## config.mk

```make
export PLATFORM = sky130hd
export DESIGN_NAME = if_prefetch
export DESIGN_NICKNAME = d
export VERILOG_FILES = /design/src/rtl/if_prefetch.sv
export SDC_FILE = /design/constraint.sdc
export NUM_CORES = 1
export LEC_CHECK = 0
export ABC_CLOCK_PERIOD_IN_PS = 3100
export CELL_PAD_IN_SITES_DETAIL_PLACEMENT = 1
export CELL_PAD_IN_SITES_GLOBAL_PLACEMENT = 1
export CORE_UTILIZATION = 42
export DETAILED_ROUTE_END_ITERATION = 12
export PLACE_DENSITY_LB_ADDON = 0.15
export SYNTH_ARGS = -nofsm -noshare
export SYNTH_HDL_FRONTEND = slang
export SYNTH_SLANG_ARGS = --single-unit
```

## constraint.sdc

```tcl
create_clock -name i_clk -period 3.1 [get_ports i_clk]
set_input_delay 0.62 -clock i_clk [delete_from_list [all_inputs] [get_ports i_clk]]
set_output_delay 0.62 -clock i_clk [all_outputs]
set_load 0.1 [all_outputs]
```

## src/rtl/if_prefetch.sv

```systemverilog
// Instruction-fetch prefetch queue: issues word fetches, buffers {pc, inst} pairs
// and restarts cleanly on redirect, dropping any response already in flight.
//   state     | meaning
//   S_IDLE    | no request outstanding
//   S_REQ     | request at o_mem_addr outstanding, response is pushed
//   S_DISCARD | request outstanding after a redirect, response is dropped
module if_prefetch #(
   parameter int unsigned     XLEN     = 32,
   parameter logic [XLEN-1:0] PC_RESET = '0,
   parameter int unsigned     DEPTH    = 4
) (
   input  logic                   i_clk,
   input  logic                   i_rst,
   output logic                   o_mem_req,
   output logic [XLEN-1:0]        o_mem_addr,
   input  logic                   i_mem_ready,
   input  logic [XLEN-1:0]        i_mem_data,
   input  logic                   i_redirect,
   input  logic [XLEN-1:0]        i_redirect_pc,
   output logic                   o_valid,
   output logic [XLEN-1:0]        o_inst,
   output logic [XLEN-1:0]        o_pc,
   input  logic                   i_ready,
   output logic [$clog2(DEPTH):0] o_count
);

   localparam int unsigned    AW      = $clog2(DEPTH);
   localparam int unsigned    CW      = AW + 1;
   localparam logic [CW-1:0]  DEPTH_C = CW'(DEPTH);

   typedef enum logic [1:0] {S_IDLE, S_REQ, S_DISCARD} state_t;

   state_t            state_q, state_d;
   logic [XLEN-1:0]   fetch_pc_q, fetch_pc_d;
   logic [XLEN-1:0]   req_addr_q, req_addr_d;
   logic [AW-1:0]     rd_ptr_q, rd_ptr_d;
   logic [AW-1:0]     wr_ptr_q, wr_ptr_d;
   logic [CW-1:0]     count_q, count_d;
   logic [XLEN-1:0]   inst_q [DEPTH];
   logic [XLEN-1:0]   pc_q   [DEPTH];

   logic              push;
   logic              pop;
   logic [CW-1:0]     count_after_push;
   logic [XLEN-1:0]   redirect_pc;
   logic [XLEN-1:0]   fetch_pc_inc;

   assign redirect_pc      = i_redirect_pc & ~XLEN'(3);
   assign fetch_pc_inc     = fetch_pc_q + XLEN'(4);
   assign pop              = (count_q != '0) && i_ready && !i_redirect;
   assign count_after_push = count_q + CW'(1) - CW'(pop);

   always_comb begin
      state_d    = state_q;
      fetch_pc_d = fetch_pc_q;
      req_addr_d = req_addr_q;
      push       = 1'b0;

      case (state_q)
         S_IDLE: begin
            if (i_redirect) begin
               fetch_pc_d = redirect_pc;
               req_addr_d = redirect_pc;
               state_d    = S_REQ;
            end else if (count_q < DEPTH_C) begin
               req_addr_d = fetch_pc_q;
               state_d    = S_REQ;
            end
         end
         S_REQ: begin
            if (i_redirect) begin
               fetch_pc_d = redirect_pc;
               if (i_mem_ready) begin
                  req_addr_d = redirect_pc;
               end else begin
                  state_d = S_DISCARD;
               end
            // A full queue holds the response until a same-cycle pop frees a slot
            end else if (i_mem_ready && ((count_q != DEPTH_C) || pop)) begin
               push       = 1'b1;
               fetch_pc_d = fetch_pc_inc;
               if (count_after_push < DEPTH_C) begin
                  req_addr_d = fetch_pc_inc;
               end else begin
                  state_d = S_IDLE;
               end
            end
         end
         S_DISCARD: begin
            if (i_redirect) begin
               fetch_pc_d = redirect_pc;
            end
            if (i_mem_ready) begin
               req_addr_d = i_redirect ? redirect_pc : fetch_pc_q;
               state_d    = S_REQ;
            end
         end
         default: state_d = S_IDLE;
      endcase
   end

   always_comb begin
      rd_ptr_d = rd_ptr_q;
      wr_ptr_d = wr_ptr_q;
      count_d  = count_q;
      if (i_redirect) begin
         rd_ptr_d = '0;
         wr_ptr_d = '0;
         count_d  = '0;
      end else begin
         if (push) wr_ptr_d = wr_ptr_q + AW'(1);
         if (pop)  rd_ptr_d = rd_ptr_q + AW'(1);
         count_d = count_q + CW'(push) - CW'(pop);
      end
   end

   always_ff @(posedge i_clk or posedge i_rst) begin
      if (i_rst) begin
         state_q    <= S_IDLE;
         fetch_pc_q <= PC_RESET;
         req_addr_q <= PC_RESET;
         rd_ptr_q   <= '0;
         wr_ptr_q   <= '0;
         count_q    <= '0;
      end else begin
         state_q    <= state_d;
         fetch_pc_q <= fetch_pc_d;
         req_addr_q <= req_addr_d;
         rd_ptr_q   <= rd_ptr_d;
         wr_ptr_q   <= wr_ptr_d;
         count_q    <= count_d;
      end
   end

   // Storage needs no reset: nothing is read unless count_q says it was written
   always_ff @(posedge i_clk) begin
      if (push) begin
         inst_q[wr_ptr_q] <= i_mem_data;
         pc_q[wr_ptr_q]   <= fetch_pc_q;
      end
   end

   assign o_mem_req  = (state_q != S_IDLE);
   assign o_mem_addr = req_addr_q;
   assign o_valid    = (count_q != '0);
   assign o_inst     = inst_q[rd_ptr_q];
   assign o_pc       = pc_q[rd_ptr_q];
   assign o_count    = count_q;

endmodule

```

# After elaboration in Yosys (flattened, before gate mapping)
# Memory sizes are Yosys's and may differ from the RTL's.
# Cells that the tools add are included.
[word_totals]
mem_count = 2
input_bits = 69
mem_bits_rw = 256
word_cells = 73
reg_bits = 73
output_inout_bits = 101
[memory_table]
columns = ["memory", "words", "word_bits", "read_ports", "rd_clocked_by_memory_dff", "wr", "line", "source"]
rows = [
  ["inst_q", 4, 32, 1, 0, 1, "39", "logic [XLEN-1:0] inst_q [DEPTH];"],
  ["pc_q", 4, 32, 1, 0, 1, "40", "logic [XLEN-1:0] pc_q [DEPTH];"],
]
[op_classes]
n_lt_le_gt_ge = 2
reduce_logical = 16
eq_ne = 10
muxes = 30
n_addsub = 7
[op_table]
columns = ["cell", "count"]
rows = [
  ["$mux 32", 10],
  ["$pmux 32 s3", 1],
  ["$pmux 32 s2", 1],
  ["$add 32x3->32 const B", 1],
  ["$mux 2", 11],
  ["$ne 3x3->1 const B", 7],
  ["$reduce_bool 2->1", 4],
  ["$lt 3x3->1 const B", 2],
  ["$pmux 2 s3", 1],
  ["$reduce_and 6->1", 1],
  ["$reduce_bool 3->1", 2],
  ["$sub 3x1->3", 2],
  ["$mux 1", 5],
  ["$reduce_and 5->1", 1],
  ["$add 2x1->2 const B", 2],
  ["$add 3x1->3", 1],
  ["$add 3x1->3 const B", 1],
  ["$logic_and 1x1->1", 3],
  ["$mux 3", 1],
  ["$eq 2x1->1 const B", 1],
  ["$eq 2x2->1 const B", 1],
  ["$logic_not 2->1", 1],
  ["$ne 2x2->1 const B", 1],
  ["$reduce_and 2->1", 1],
  ["3 further kinds", 3],
]

# Depth between registers and ports, before layout
[depth]
word_depth = 11
mapped_depth = 12
depth_no_buf = 11

# Least setup slack after synthesis
# No wires, ideal clock.
[synth_timing]
kind = "register -> register"
start = "register count_q[1] (netlist: o_count[1])"
end = "memory inst_q[0][0], enable pin"
path_stages_with_launch = 5
required_ns = 2.671
path_slack_ns = -0.569
path_buffers = 0
setup_ns = 0.429
synth_period_minus_slack_ns = 3.669
arrival_time_ns = 3.240
cell_sequence = "dfrtp_1 -> or4b_1 -> nand2_2 -> nor3_4 -> and2_1"
[synth_between]
elab_chain_len = 10
elab_cells_between_ends = 11
cone_classes = "eq/ne: 1; mux: 5; reduce/logical: 5"
[synth_lines]
columns = ["element", "line", "source"]
rows = [
  ["start: declaration", "38", "logic [CW-1:0] count_q, count_d;"],
  ["start signal: assignment", "131", "count_q <= count_d;"],
  ["$reduce_bool 3->1", "50", "assign pop = (count_q != '0) && i_ready && !i_redirect;"],
  ["$logic_and 1x1->1 (2 in series)", "50", ""],
  ["$logic_or 1x1->1 *", "79", "end else if (i_mem_ready && ((count_q != DEPTH_C) || pop)) begin"],
  ["$logic_and 1x1->1 *", "79", ""],
  ["$mux 1 *", "79", ""],
  ["$mux 1 *", "71", "if (i_redirect) begin"],
  ["$mux 1 *", "59", "case (state_q)"],
  ["$mux 1 *", "137", "if (push) begin"],
  ["$mux 1 (implied by the code) *", "138", "inst_q[wr_ptr_q] <= i_mem_data;"],
  ["end: declaration", "39", ""],
]
# Mark *: on every way between the ends. The rest lies on a longest branch, timed or not.

# Worst setup path in the final report
[layout_timing]
start = "register rd_ptr_q[0]"
end = "output o_pc[11]"
[layout_between]
elab_chain_len = 1
[layout_lines]
columns = ["element", "line", "source"]
rows = [
  ["start: declaration", "36", "logic [AW-1:0] rd_ptr_q, rd_ptr_d;"],
  ["start signal: assignment", "129", "rd_ptr_q <= rd_ptr_d;"],
  ["$mem_v2 4x32", "--", ""],
  ["end: declaration", "22", "output logic [XLEN-1:0] o_pc,"],
]
# Every way passes these cells.

==> metrics.cfg <==
[outcome]
status = completed

[global_routing]
grt_max_degree = 74
grt_pass1_wl_mm = 55.9
overflow = 0
antenna_found_initial = 0
first_global_vias = 9250
grt_usage_pct = 21.0

[worst_hold_path]
min_path_cells = 2
hp-class = reg2reg

[detailed_routing]
wl_per_cell_um = 22.6
drt_iter0_markers = 417
antenna_left = 0
vias_per_cell = 5.58
first_pass_iters = 5
route.detailed.drc = 0
wirelength_mm = 35.7
dr_total_vias = 8798

[logic_synthesis]
muxShareOfSynthArea_pct = 10.8
synth_edf_count = 256
synth_adder_area_share_pct = 0.754
synth_area_um2 = 14300
syn_area_per_cell_um2 = 15.4
synth_common_cells = edfxtp_1 (256), nand2_1 (82), dfrtp_1 (73)
async_flop_share_pct = 22.2
synth_compound_area_share_pct = 7.05
synth_most_common_cell = edfxtp_1
synth_top_cell_by_area = edfxtp_1
synth-main-ff-cell = edfxtp_1
synth_top_family_by_area = multiplexers
synth_cell_types = 76
synth-xor-area-share_pct = 2.21
syn_inst = 925
yosysSeqAreaShare_pct = 66.6
synth_warnings = 0
synth.top_cells.by_area = edfxtp_1 (54%), dfrtp_1 (13%), mux4_2 (10%), nand2_1 (2.2%), o21ai_0 (1.5%)
ys_ff_latch = 329
yosys.area_share.simple_pct = 9.87
synth.top_cell.area_share_pct = 53.8
synthesis.nets = 1002

[cts]
postCtsHoldBufs = 0
clock_latency_ns = 0.51
cts_made_buffers = 36
cts_tree = built
h-tree-depth = 2
cts_resized = 0
cts_root_buf = clkbuf_16
clkSlewWorstSetupHoldPaths_ns = 0.05
post-cts-setup-buffers = 0
clock_path_buffers = 3
clock_sinks = 329

[layout]
nets = 1186
drive_gt1_share_pct = 26.5
area_growth_pct = 25.2
fillCellCount = 3195
n_antenna_cell = 0
design_area_um2 = 17900

[floorplan]
die_h_um = 186
boundaryPins = 170
die_w_um = 186
fp.coreArea_um2 = 33400
rows = 67
die_area_um2 = 34700
floorplan.initialDensity_pct = 42.7

[setup_path]
startpoint_type = flip-flop
ff2ff_setup_slack_ns = 0.63
r2r_cells = 6
critPathArrivalTime_ns = 2.34
crit_fanout = 24
path_class = reg2out
required_ns = 2.48
worstSetupEndpointType = output pin

[run]
maxCapViolCount = 0

[placed_design]
placed_cell_area_um2 = 16800
dp_hpwl_mm = 23.3
pre_cts_ws_ns = 0.0844
place.gp.congestion = 0.839
port_buffers = 167

[sta]
finClkSkew_ns = 0.0106
finalMaxSlewViolations = 0
slew_headroom_pct = 35.7
hold_viol = 0
tns_ns = 0
tightest_slew_ns = 0.937
period_needed_ns = 2.96
clock.fmax_ghz = 0.338
post-route-period-util_pct = 95.4
rsz0062_at_grt = false
fin_ws_ns = 0.141
setup_viol = 0

[power_and_ir_drop]
p_per_area_nw_per_um2 = 1070
leakage_nw = 6.24
vdd_ir_drop_max_v = 0.000762

stage by stage:
stage	total power, mW	hold WS (ns)	cells	util (%)
CTS	19.4	0.492	1578	53.4
floorplan	12.7	0.471	925	-
finish	19.2	0.485	1578	53.4
global route	19.9	0.527	1578	53.4
global placement	15.3	0.472	1519	50.3
detailed placement	15.4	0.480	1519	50.3
power breakdown:
part / switching [mW] / internal, mW
logic: 6.26 / 2.65
clock network: 1.63 / 2.29
registers: 0.769 / 5.55
final timing paths:
check                            endpoint     startpoint
max                              o_pc[11]    rd_ptr_q[0]
min                         o_mem_addr[5]  o_mem_addr[5]
max reg2reg                o_mem_addr[14]  fetch_pc_q[3]
min reg2reg                 o_mem_addr[5]  o_mem_addr[5]
max in group asynchronous     rd_ptr_q[1]          i_rst
min in group asynchronous  o_mem_addr[29]          i_rst
cell families (layout without fill, tap and decap cells):
kind of cell,count (synthesis),count (layout)
DFF,329,329
and+or+nand+nor,255,255
AOI/OAI and AO/OA,145,145
buffers and inverters,80,285
muxes,72,72
xor gates and xnor gates,36,36
adders and majority gates,8,8
critical path, stage by stage (launching register included):
cell and delay, ns:
dfrtp_4 0.75, buf_4 0.27, mux4_2 0.52, buf_4 0.25
state kept, by name (all words and copies together) (netlist names):
name / count
pc_q: 128
rd_ptr_q: 2
wr_ptr_q: 2
state_q: 2
fetch_pc_q: 32
o_count: 3
inst_q: 128
o_mem_addr: 32
layer usage:
layer	up-vias	routed length (um)	track usage [%]
met2	233	16900	33.6
met5	-	0	0
li1	3965	-	-
met4	0	708	5.66
met3	44	1490	2.90
met1	4556	16600	30.2
placed cells by master, fill, tap and decap left out, types with 4 or more instances in the layout:
cell	Yosys	final
a211oi_1	7	7
a21boi_0	4	4
a21oi_1	20	20
a31oi_1	6	6
a32oi_1	4	4
and2_1	8	4
and2_2	0	4
and3_1	7	7
buf_12	1	44
buf_4	3	100
clkbuf_1	24	9
clkbuf_16	0	36
clkdlybuf4s50_1	0	65
clkinv_1	0	9
dfrtp_1	73	71
edfxtp_1	256	256
ha_1	7	7
inv_1	15	14
mux2_4	4	4
mux2i_1	4	4
mux4_2	64	64
nand2_1	82	82
nand2b_1	7	7
nand3_1	40	40
nand4_1	15	15
nor2_1	39	39
nor2b_1	4	4
nor3_1	12	12
nor4_1	5	5
o211ai_1	8	8
o211ai_2	10	10
o21ai_0	44	44
o221ai_1	4	4
o22ai_1	8	8
o311ai_1	4	4
xnor2_1	14	14
xor2_1	22	22
cell type report:
type | count | area [um2] | share of cell area (%)
clock buffers | 45 | 935 | 5.23
multi-input cells | 516 | 4390 | 24.6
clock inverters | 14 | 124 | 0.693
repair buffers | 210 | 2290 | 12.8
well taps | 448 | 561 | 3.14
inverters | 16 | 60.1 | 0.336
flip-flops and latches | 329 | 9520 | 53.3
Note: power is estimated with default switching activity, not from simulation.
